$ cat src/rtl/dmem_pkg.sv
// Shared types and helpers for the data-memory port arbiter.
// The request struct is sized for the 4096x32 data SRAM.
package dmem_pkg;

    localparam int DMEM_ADDR_W    = 12;
    localparam int DMEM_DATA_W    = 32;
    localparam int NUM_LEGAL_STRB = 7;

    // Single bytes, aligned halfwords and the full word are the only strobes the wrapper can steer.
    localparam logic [3:0] LEGAL_STRB [NUM_LEGAL_STRB] = '{
        4'b0001, 4'b0010, 4'b0100, 4'b1000, 4'b0011, 4'b1100, 4'b1111
    };

    typedef enum logic {
        REQ_CORE = 1'b0,
        REQ_DMA  = 1'b1
    } dmem_req_id_t;

    typedef struct packed {
        logic                   write;
        logic [3:0]             wstrb;
        logic [DMEM_ADDR_W-1:0] addr;
        logic [DMEM_DATA_W-1:0] wdata;
    } dmem_req_t;

    function automatic logic wstrb_legal(input logic [3:0] strb);
        logic legal;
        legal = 1'b0;
        for (int i = 0; i < NUM_LEGAL_STRB; i++) begin
            legal |= (strb == LEGAL_STRB[i]);
        end
        return legal;
    endfunction

endpackage

$ cat src/rtl/dmem_port_arbiter.sv
// Core/DMA arbiter in front of the single-port data SRAM: fixed core priority with DMA
// anti-starvation, one access per cycle, responses routed back two cycles after the handshake.
module dmem_port_arbiter
    import dmem_pkg::*;
#(
    parameter int ADDR_W     = DMEM_ADDR_W,
    parameter int DATA_W     = DMEM_DATA_W,
    parameter int STARVE_MAX = 4
) (
    input  logic              clk,
    input  logic              rst_n,

    input  logic              core_req_valid,
    output logic              core_req_ready,
    input  logic              core_req_write,
    input  logic [3:0]        core_req_wstrb,
    input  logic [ADDR_W-1:0] core_req_addr,
    input  logic [DATA_W-1:0] core_req_wdata,
    output logic              core_rsp_valid,
    output logic [DATA_W-1:0] core_rsp_rdata,
    output logic              core_rsp_err,

    input  logic              dma_req_valid,
    output logic              dma_req_ready,
    input  logic              dma_req_write,
    input  logic [3:0]        dma_req_wstrb,
    input  logic [ADDR_W-1:0] dma_req_addr,
    input  logic [DATA_W-1:0] dma_req_wdata,
    output logic              dma_rsp_valid,
    output logic [DATA_W-1:0] dma_rsp_rdata,
    output logic              dma_rsp_err,

    output logic              data_enable,
    output logic              data_read,
    output logic [3:0]        mem_wstrb,
    output logic [ADDR_W-1:0] ram_address,
    output logic [DATA_W-1:0] ram_store,
    input  logic [DATA_W-1:0] ram_fetch
);

    localparam logic [3:0] STARVE_LIM = 4'(STARVE_MAX);

    logic [3:0]   starve_q, starve_d;
    logic         starved;
    logic         any_grant;
    dmem_req_id_t win_id;
    dmem_req_t    win_req;
    logic         win_err;

    logic         s1_valid_q;
    dmem_req_id_t s1_id_q;
    dmem_req_t    s1_req_q;
    logic         s1_err_q;
    logic         s1_write;

    logic         s2_valid_q;
    dmem_req_id_t s2_id_q;
    logic         s2_err_q;
    logic         s2_load_q;

    // Core wins unless DMA has been stalled STARVE_MAX cycles in a row.
    always_comb begin
        starved        = (starve_q == STARVE_LIM);
        core_req_ready = core_req_valid & ~(dma_req_valid & starved);
        dma_req_ready  = dma_req_valid & (~core_req_valid | starved);
        any_grant      = core_req_ready | dma_req_ready;

        starve_d = starve_q;
        if (!dma_req_valid || dma_req_ready) begin
            starve_d = '0;
        end else if (!starved) begin
            starve_d = starve_q + 4'd1;
        end

        win_id = dma_req_ready ? REQ_DMA : REQ_CORE;
        if (dma_req_ready) begin
            win_req.write = dma_req_write;
            win_req.wstrb = dma_req_wstrb;
            win_req.addr  = dma_req_addr;
            win_req.wdata = dma_req_wdata;
        end else begin
            win_req.write = core_req_write;
            win_req.wstrb = core_req_wstrb;
            win_req.addr  = core_req_addr;
            win_req.wdata = core_req_wdata;
        end
        win_err = win_req.write & ~wstrb_legal(win_req.wstrb);
    end

    always_ff @(posedge clk or negedge rst_n) begin
        if (!rst_n) begin
            starve_q <= '0;
        end else begin
            starve_q <= starve_d;
        end
    end

    // Issue stage: the SRAM address and data hold across idle cycles, only the valid drops.
    always_ff @(posedge clk or negedge rst_n) begin
        if (!rst_n) begin
            s1_valid_q <= 1'b0;
            s1_id_q    <= REQ_CORE;
            s1_req_q   <= '0;
            s1_err_q   <= 1'b0;
        end else begin
            s1_valid_q <= any_grant;
            if (any_grant) begin
                s1_id_q  <= win_id;
                s1_req_q <= win_req;
                s1_err_q <= win_err;
            end
        end
    end

    always_ff @(posedge clk or negedge rst_n) begin
        if (!rst_n) begin
            s2_valid_q <= 1'b0;
            s2_id_q    <= REQ_CORE;
            s2_err_q   <= 1'b0;
            s2_load_q  <= 1'b0;
        end else begin
            s2_valid_q <= s1_valid_q;
            s2_id_q    <= s1_id_q;
            s2_err_q   <= s1_err_q;
            s2_load_q  <= s1_valid_q & ~s1_req_q.write & ~s1_err_q;
        end
    end

    assign s1_write    = s1_valid_q & s1_req_q.write;
    assign data_enable = s1_valid_q & ~s1_err_q;
    assign data_read   = ~s1_write;
    assign mem_wstrb   = s1_write ? s1_req_q.wstrb : 4'b1111;
    assign ram_address = s1_req_q.addr;
    assign ram_store   = s1_req_q.wdata;

    // ram_fetch is only meaningful for a non-error load that was issued the cycle before.
    assign core_rsp_valid = s2_valid_q & (s2_id_q == REQ_CORE);
    assign dma_rsp_valid  = s2_valid_q & (s2_id_q == REQ_DMA);
    assign core_rsp_err   = core_rsp_valid & s2_err_q;
    assign dma_rsp_err    = dma_rsp_valid & s2_err_q;
    assign core_rsp_rdata = (core_rsp_valid & s2_load_q) ? ram_fetch : '0;
    assign dma_rsp_rdata  = (dma_rsp_valid & s2_load_q) ? ram_fetch : '0;

endmodule

$ cat config.mk
export PLATFORM = sky130hd
export DESIGN_NAME = dmem_port_arbiter
export DESIGN_NICKNAME = d
export VERILOG_FILES = /design/src/rtl/dmem_pkg.sv /design/src/rtl/dmem_port_arbiter.sv
export SDC_FILE = /design/constraint.sdc
export NUM_CORES = 1
export LEC_CHECK = 0
export CAP_MARGIN = 20
export CORE_ASPECT_RATIO = 1.1
export CORE_MARGIN = 2
export CORE_UTILIZATION = 35
export CTS_BUF_LIST = sky130_fd_sc_hd__clkbuf_2 sky130_fd_sc_hd__clkbuf_4 sky130_fd_sc_hd__clkbuf_8
export DETAILED_ROUTE_END_ITERATION = 10
export GPL_TIMING_DRIVEN = 1
export HOLD_SLACK_MARGIN = 0.12
export PLACE_DENSITY = 0.83
export REMOVE_ABC_BUFFERS = 1
export SETUP_SLACK_MARGIN = 0.2
export SLEW_MARGIN = 0
export SYNTH_ARGS = -nofsm -noshare
export SYNTH_HDL_FRONTEND = slang
export SYNTH_SLANG_ARGS = --single-unit
$ cat constraint.sdc
create_clock -name clk -period 2.4 [get_ports clk]
set_clock_uncertainty 0.2 [all_clocks]
set_input_delay 0.36 -clock clk [delete_from_list [all_inputs] [get_ports clk]]
set_output_delay 0.36 -clock clk [all_outputs]
set_load 0.05 [all_outputs]
==> run summary, run 1 <==
========================================================================================
Status                                                                      finished, final reports clean
Critical path start-end classification                                         in -> out
Via count of the first global-routing pass                                          3836
Hold Violations, Final                                                                 0
Total half-perimeter wirelength after legalization and detailed placement        9.55 mm
Shortest clock period the worst path allows after layout                         2.16 ns
Worst slew margin relative to its limit                                            62.6%
Core Box Area                                                                 9350 sq um
Total number of clock tree sinks                                                      60
Cell-internal power                                                              2.27 mW
Die area                                                                     10400 sq um
1st-pass router iterations                                                             8
Part of the power in combinational logic                                           42.0%
Final Max Slew Viols                                                                   0
Synth unique cells                                                                    30
CTS max path bufs                                                                      2
Area growth, synth to finish                                                        101%
Startpoint of the most critical register-to-register path                   starve_q[0]$_DFFE_PN0P_
Total via count after detailed routing                                              3541
Worst hold path class                                                         reg -> reg
Syn. warnings                                                                          0
Latest clock arrival within the worst-skew pair                                  0.32 ns
Final-report setup violation count                                                     0
Number of nets in the layout                                                         696
Post-synthesis cell area                                                      3370 sq um
Cell Pwr Density                                                             522 nW/um^2
Share of the yosys chip area belonging to registers                                44.5%
Top sig layer                                                                       met5
# Max-Cap Violations                                                                   0
Worst Max-Slew Pin Slew                                                         0.559 ns
Synth top area cells                                                        dfrtp_1 45%, a222oi_1 13%, buf_4 9.8%, and3_1 6.7%, and2_1 6.3%
Upper clock frequency limit                                                      463 MHz
Net switching fraction of the power                                                35.6%
Sequential Power Share                                                             32.9%
Largest vdd supply drop                                                       0.000448 V
#FFs+latches synth                                                                    60
Overall power after layout                                                       3.53 mW
Cell count after synthesis                                                           342
Category of the worst setup path launch point                                 input port
GP Congestion                                                                      0.902
Met2 wirelength from detailed routing                                            6.76 mm
Post-synth EDFFs                                                                       0
Number of input and output port buffers inserted                                     253
Antenna Violating Nets Remaining                                                       0
Antenna Cells                                                                          0
Switching power                                                                  1.26 mW
Hold path startpoint                                                        s1_id_q$_DFFE_PN0P_
Cell with the most instances after synthesis                                     dfrtp_1
Placed standard-cell area                                                     6350 sq um
Initial antenna violation count                                                        2
Clock share of power                                                               25.1%
Die width                                                                        97.6 um
Share of synthesized flip-flops with an asynchronous set or reset                   100%
Overall global routing resource usage                                              24.4%
Wire length of the first global-routing pass                                     19.6 mm
CTS Root Cell                                                                   clkbuf_8
Post-detailed-route DRC marker count                                                   0
Library cell occupying the most area in the post-synthesis netlist               dfrtp_1
Launching element of the worst setup path                                   dma_req_valid
Post-synth top area share                                                          44.5%
Most frequent cells after synthesis                                         60 x dfrtp_1, 50 x inv_1, 44 x a222oi_1, 44 x buf_4, 36 x and3_1
Routed met3 length                                                               1.20 mm
Detailed-routing wirelength on met1                                              4.71 mm
Arrival time at the worst endpoint                                               1.60 ns
Vertical extent of the die                                                        107 um
Synthesized area per cell                                                     9.86 sq um
Number of top-level design ports                                                     254
Clock tree from TritonCTS                                                          built
Post-Layout Inst Area                                                         6760 sq um
Layout cell share with drive strength beyond 1                                     21.4%
LEAKAGE                                                                          3.11 nW
DRC violation total after the first TritonRoute iteration                            289
Worst Hold Slack                                                                0.184 ns
RSZ-0062 raised after global routing                                                true
WL/cell                                                                          19.1 um
Pin count of the biggest net entering global routing                                  33
Crit share post-route                                                              90.0%
Dominant register cell in the synthesized netlist                                dfrtp_1
Clock buffers created by TritonCTS                                                     9
Leftover overflow at the end of global routing                                         0
Final core utilization                                                             72.3%
Via density                                                                         5.19
Total wirelength of the detailed-routed design                                   13.0 mm
Htree depth                                                                            3
Critical Path End Type                                                      primary output
Critical path fanouts, max                                                            12
Row Count                                                                             37
Clock transition at path regs                                                    0.06 ns
CP Data Required Time                                                            1.84 ns
Initial standard-cell utilization of the core                                      36.0%
========================================================================================
[cells by family after synthesis]
family          after synthesis  synth area share (%)
xor+xnor                      2                 0.520
fa+ha+maj                     2                 0.742
mux                           4                  1.19
simple gates                 97                  17.2
compound gates               58                  16.0
flops                        60                  44.5
buf+inv                     119                  19.8
[metal layers]
| layer | up-vias | GRT usage [%] |
|---|---|---|
| met5 | - | 0 |
| met1 | 1667 | 26.6 |
| met2 | 250 | 44.8 |
| li1 | 1595 | - |
| met4 | 4 | 10.9 |
| met3 | 25 | 5.80 |
[what timing repair did]
item | CTS | global route
gates resized for setup | 10 | 5
setup buffers | 6 | 1
hold endpoints to repair | 60 | 0
hold buffers | 1 | 0
cloned | 4 | 0
setup endpoints to repair | 18 | 29
pin swaps | 3 | 3
[final cells by class]
class | instances | area (sq um)
multi-input combinational | 163 | 1230
tap | 117 | 146
fill | 620 | 2590
clock buffer | 11 | 139
timing repair buffer | 276 | 3500
inverter | 50 | 188
clock inverter | 5 | 52.6
sequential | 60 | 1500
[worst max-delay path, stage by stage]
cell             delay [ns]
clkdlybuf4s50_1        0.56
inv_1                  0.12
o21a_4                 0.25
buf_12                 0.15
buf_12                 0.14
[worst paths after layout]
path,cells after the start,slack [ns],end
min in group asynchronous,3,0.39,s1_req_q[47]$_DFFE_PN0P_
max in group asynchronous,3,1.29,ram_store[28]$_DFFE_PN0P_
worst min register to register,0,0.18,s2_id_q$_DFF_PN0_
worst max-delay path,5,0.24,core_req_ready
worst min-delay path,0,0.18,s2_id_q$_DFF_PN0_
worst max register to register,8,0.33,ram_store[31]$_DFFE_PN0P_
[power by group through the flow]
| stage | combinational (mW) | sequential (mW) | clock (mW) |
|---|---|---|---|
| 2_1_floorplan | 0.429 | 1.42 | 0 |
| 3_3_place_gp | 1.42 | 1.17 | 0 |
| 3_5_place_dp | 1.44 | 1.18 | 0 |
| 4_1_cts | 1.49 | 1.16 | 0.913 |
| 5_1_grt | 1.54 | 1.17 | 0.946 |
| 6_report | 1.48 | 1.16 | 0.886 |
[per-stage QoR]
| stage | instances | setup TNS (ns) | setup slack [ns] |
|---|---|---|---|
| final | 682 | 0 | 0.240 |
| after global routing | 682 | 0 | 0.179 |
| after CTS | 681 | 0 | 0.206 |
| after detailed placement | 654 | 0 | 0.200 |
| after global placement | 654 | 0 | 0.242 |
| after floorplan | 273 | -25.92 | -0.560 |
[state kept, by name (all words and copies together), names as in the netlist]
signal	count
starve_q	4
s2_id_q	1
ram_store	32
s1_req_q	5
s1_err_q	1
s2_valid_q	1
s2_err_q	1
ram_address	12
s1_id_q	1
s1_valid_q	1
s2_load_q	1
[cell usage in the layout (no fill, tap or decap), types with 3 or more instances in the layout]
master / n
and2_1: 34
nand2_1: 7
inv_1: 48
clkinv_2: 3
and3_1: 35
buf_12: 70
o21ai_0: 6
dfrtp_1: 60
clkdlybuf4s50_1: 176
mux2i_1: 4
clkbuf_8: 9
dlygate4sd2_1: 6
or2_2: 4
buf_4: 16
nor2_1: 7
bufbuf_16: 4
nor2b_1: 3
a222oi_1: 44
Power figures use the tool's default switching activity.
==> run 2, diff against run 1 <==
TNS_END_PERCENT = 10   (was default)
==> run 2 against run 1 <==
  * Wire length down 1.3%
  * Design area down 1.2%
  * Non-clock buffer count fell by 4
  * Hold slack got worse by 0.00095 ns
  * Combinational power about the same
  * Flip-flop and latch count did not move
  * Die area unchanged
  * Sequential share of layout area rose by 0.26 points
  * Utilization fell by 0.84 points
  * Sequential power is essentially flat
  * Critical endpoint is now dma_req_ready
  * Highest routed layer unchanged
==> run summary, run 2 (synthesis results as in run 1) <==
========================================================================================
Final Max Slew Viols                                                                   0   unchanged
GP Congestion                                                                      0.902   unchanged
Row Count                                                                             37   unchanged
Clock share of power                                                               25.2%   about the same
CP max stage cell                                                                dfrtp_1
Cell Pwr Density                                                             525 nW/um^2   +0.57%
Total half-perimeter wirelength after legalization and detailed placement        9.55 mm   unchanged
Status                                                                      finished, final reports clean
Total via count after detailed routing                                              3500   -1.2%
LEAKAGE                                                                          3.06 nW   -1.7%
Post-detailed-route DRC marker count                                                   0   unchanged
Worst stage delay on the critical path                                           0.40 ns   -0.16 ns
Cell-internal power                                                              2.26 mW   -0.77%
Final-report setup violation count                                                     0   unchanged
Most used cells in the layout excluding fill and tap cells                  176 x clkdlybuf4s50_1, 70 x buf_12, 60 x dfrtp_1, 48 x inv_1, 44 x a222oi_1
Via density                                                                         5.16   -0.57%
WL/cell                                                                          18.9 um   -0.68%
Flip-flop count of the largest register after layout                                  32   unchanged
Part of the power in combinational logic                                           41.7%   -0.3 points
1st-pass router iterations                                                             9   +1
Fin Setup TNS                                                                       0 ns   unchanged
Die width                                                                        97.6 um   unchanged
Clock transition at path regs                                                    0.06 ns   about the same
Min-Delay Path Depth                                                                   0   unchanged
Number of nets in the layout                                                         692   -0.57%
Latest clock arrival within the worst-skew pair                                  0.32 ns   about the same
Clock tree from TritonCTS                                                          built
Worst Max-Slew Pin Slew                                                         0.560 ns   +0.000498 ns
Layout cell share with drive strength beyond 1                                     20.7%   -0.74 points
Total number of clock tree sinks                                                      60   unchanged
Shortest clock period the worst path allows after layout                         2.18 ns   +0.0218 ns
Arrival time at the worst endpoint                                               1.62 ns   +0.02 ns
Vertical extent of the die                                                        107 um   unchanged
Category of the worst setup path launch point                                       flop
Initial antenna violation count                                                        2   unchanged
DRC violation total after the first TritonRoute iteration                            304   +5.2%
Area growth, synth to finish                                                       98.2%
Hold Violations, Final                                                                 0   unchanged
CP Data Required Time                                                            1.84 ns   about the same
Post-Layout Inst Area                                                         6680 sq um   -1.2%
Number of input and output port buffers inserted                                     253   unchanged
Clock buffers created by TritonCTS                                                     9   unchanged
Critical Path End Type                                                      primary output
Antenna Violating Nets Remaining                                                       0   unchanged
Critical path start-end classification                                        reg -> out
CTS Root Cell                                                                   clkbuf_8
Worst slew margin relative to its limit                                            62.6%   about the same
Pin count of the biggest net entering global routing                                  55   +67%
Critical path fanouts, max                                                            14   +2
Crit share post-route                                                              90.9%   +0.91 points
Antenna Cells                                                                          0   unchanged
Count of fill cells added during filler insertion                                    631   +1.8%
Overall global routing resource usage                                              22.6%   -1.8 points
Net switching fraction of the power                                                35.7%   +0.11 points
Total wirelength of the detailed-routed design                                   12.8 mm   -1.3%
Core Box Area                                                                 9350 sq um   unchanged
Cell count of the worst reg-to-reg path                                                8   unchanged
Sequential Power Share                                                             33.1%   +0.2 points
# Max-Cap Violations                                                                   0   unchanged
Die area                                                                     10400 sq um   unchanged
Leftover overflow at the end of global routing                                         0   unchanged
RSZ-0062 raised after global routing                                                true
Leading cell type in the layout, fill and taps excluded                     clkdlybuf4s50_1
Number of top-level design ports                                                     254   unchanged
Upper clock frequency limit                                                      458 MHz   -1.0%
Worst hold path class                                                         reg -> reg
Wire length of the first global-routing pass                                     18.5 mm   -6.0%
Largest vdd supply drop                                                       0.000447 V   -0.33%
Placed standard-cell area                                                     6350 sq um   unchanged
CTS max path bufs                                                                      2   unchanged
Worst R2R Setup Slack                                                            0.38 ns   +0.05 ns
Initial standard-cell utilization of the core                                      36.0%   unchanged
Switching power                                                                  1.25 mW   -0.29%
Via count of the first global-routing pass                                          3653   -4.8%
Most common cell on crit path                                                     buf_12
Htree depth                                                                            3   unchanged
Worst-path cell chain                                                       inv_2 -> ha_4 -> nand3b_4 -> a21oi_4 -> buf_12 -> buf_12
========================================================================================
run 2: power groups by stage:
stage | logic, mW | registers, mW | clock network [mW]
2_1_floorplan | 0.429 | 1.42 | 0
3_3_place_gp | 1.42 | 1.17 | 0
3_5_place_dp | 1.44 | 1.18 | 0
4_1_cts | 1.44 | 1.16 | 0.913
5_1_grt | 1.52 | 1.17 | 0.946
6_report | 1.46 | 1.16 | 0.884
run 2: worst paths after layout:
kind | start | end
worst max-delay path | starve_q[0]$_DFFE_PN0P_ | dma_req_ready
worst min-delay path | s1_id_q$_DFFE_PN0P_ | s2_id_q$_DFF_PN0_
worst max register to register | starve_q[0]$_DFFE_PN0P_ | ram_store[2]$_DFFE_PN0P_
worst min register to register | s1_id_q$_DFFE_PN0P_ | s2_id_q$_DFF_PN0_
max in group asynchronous | rst_n | starve_q[3]$_DFFE_PN0P_
min in group asynchronous | rst_n | s1_req_q[47]$_DFFE_PN0P_
run 2: layer usage:
layer	global-route usage, %	wire length [um]
met3	6.00	1140
met1	24.4	4740
met4	9.13	272
met5	0	27
met2	41.7	6660
run 2: area by class of cell:
cell class                 count  area (sq um)  share of cell area [%]
inverter                      50           188                    2.81
tap                          117           146                    2.19
sequential                    60          1500                    22.5
multi-input combinational    163          1230                    18.4
clock buffer                  11           139                    2.08
clock inverter                 5          52.6                   0.787
timing repair buffer         272          3430                    51.3
run 2: metrics by stage:
stage	setup WS (ns)	util [%]	instances	total power, mW	hold WS, ns
after global routing	0.154	71.4	678	3.64	0.199
after CTS	0.0830	70.1	671	3.51	0.189
after global placement	0.242	68.0	654	2.59	0.160
after detailed placement	0.200	68.0	654	2.62	0.171
after floorplan	-0.560	-	273	1.85	-0.136
final	0.218	71.4	678	3.51	0.183
run 2: repair_timing:
| item | CTS | global route |
|---|---|---|
| hold buffers | 1 | 0 |
| endpoints found under the hold margin | 60 | 0 |
| setup endpoints to repair | 18 | 23 |
| buffers inserted | 0 | 4 |
| cloned | 0 | 3 |
| resized for setup | 8 | 6 |
| pin swaps | 3 | 3 |
run 2: critical path: cells and delay by family, from the launching register on:
family          cells  cell delay [ns]
buf+inv             3             0.41
flops               1             0.40
compound gates      1             0.22
fa+ha+maj           1             0.14
simple gates        1             0.10
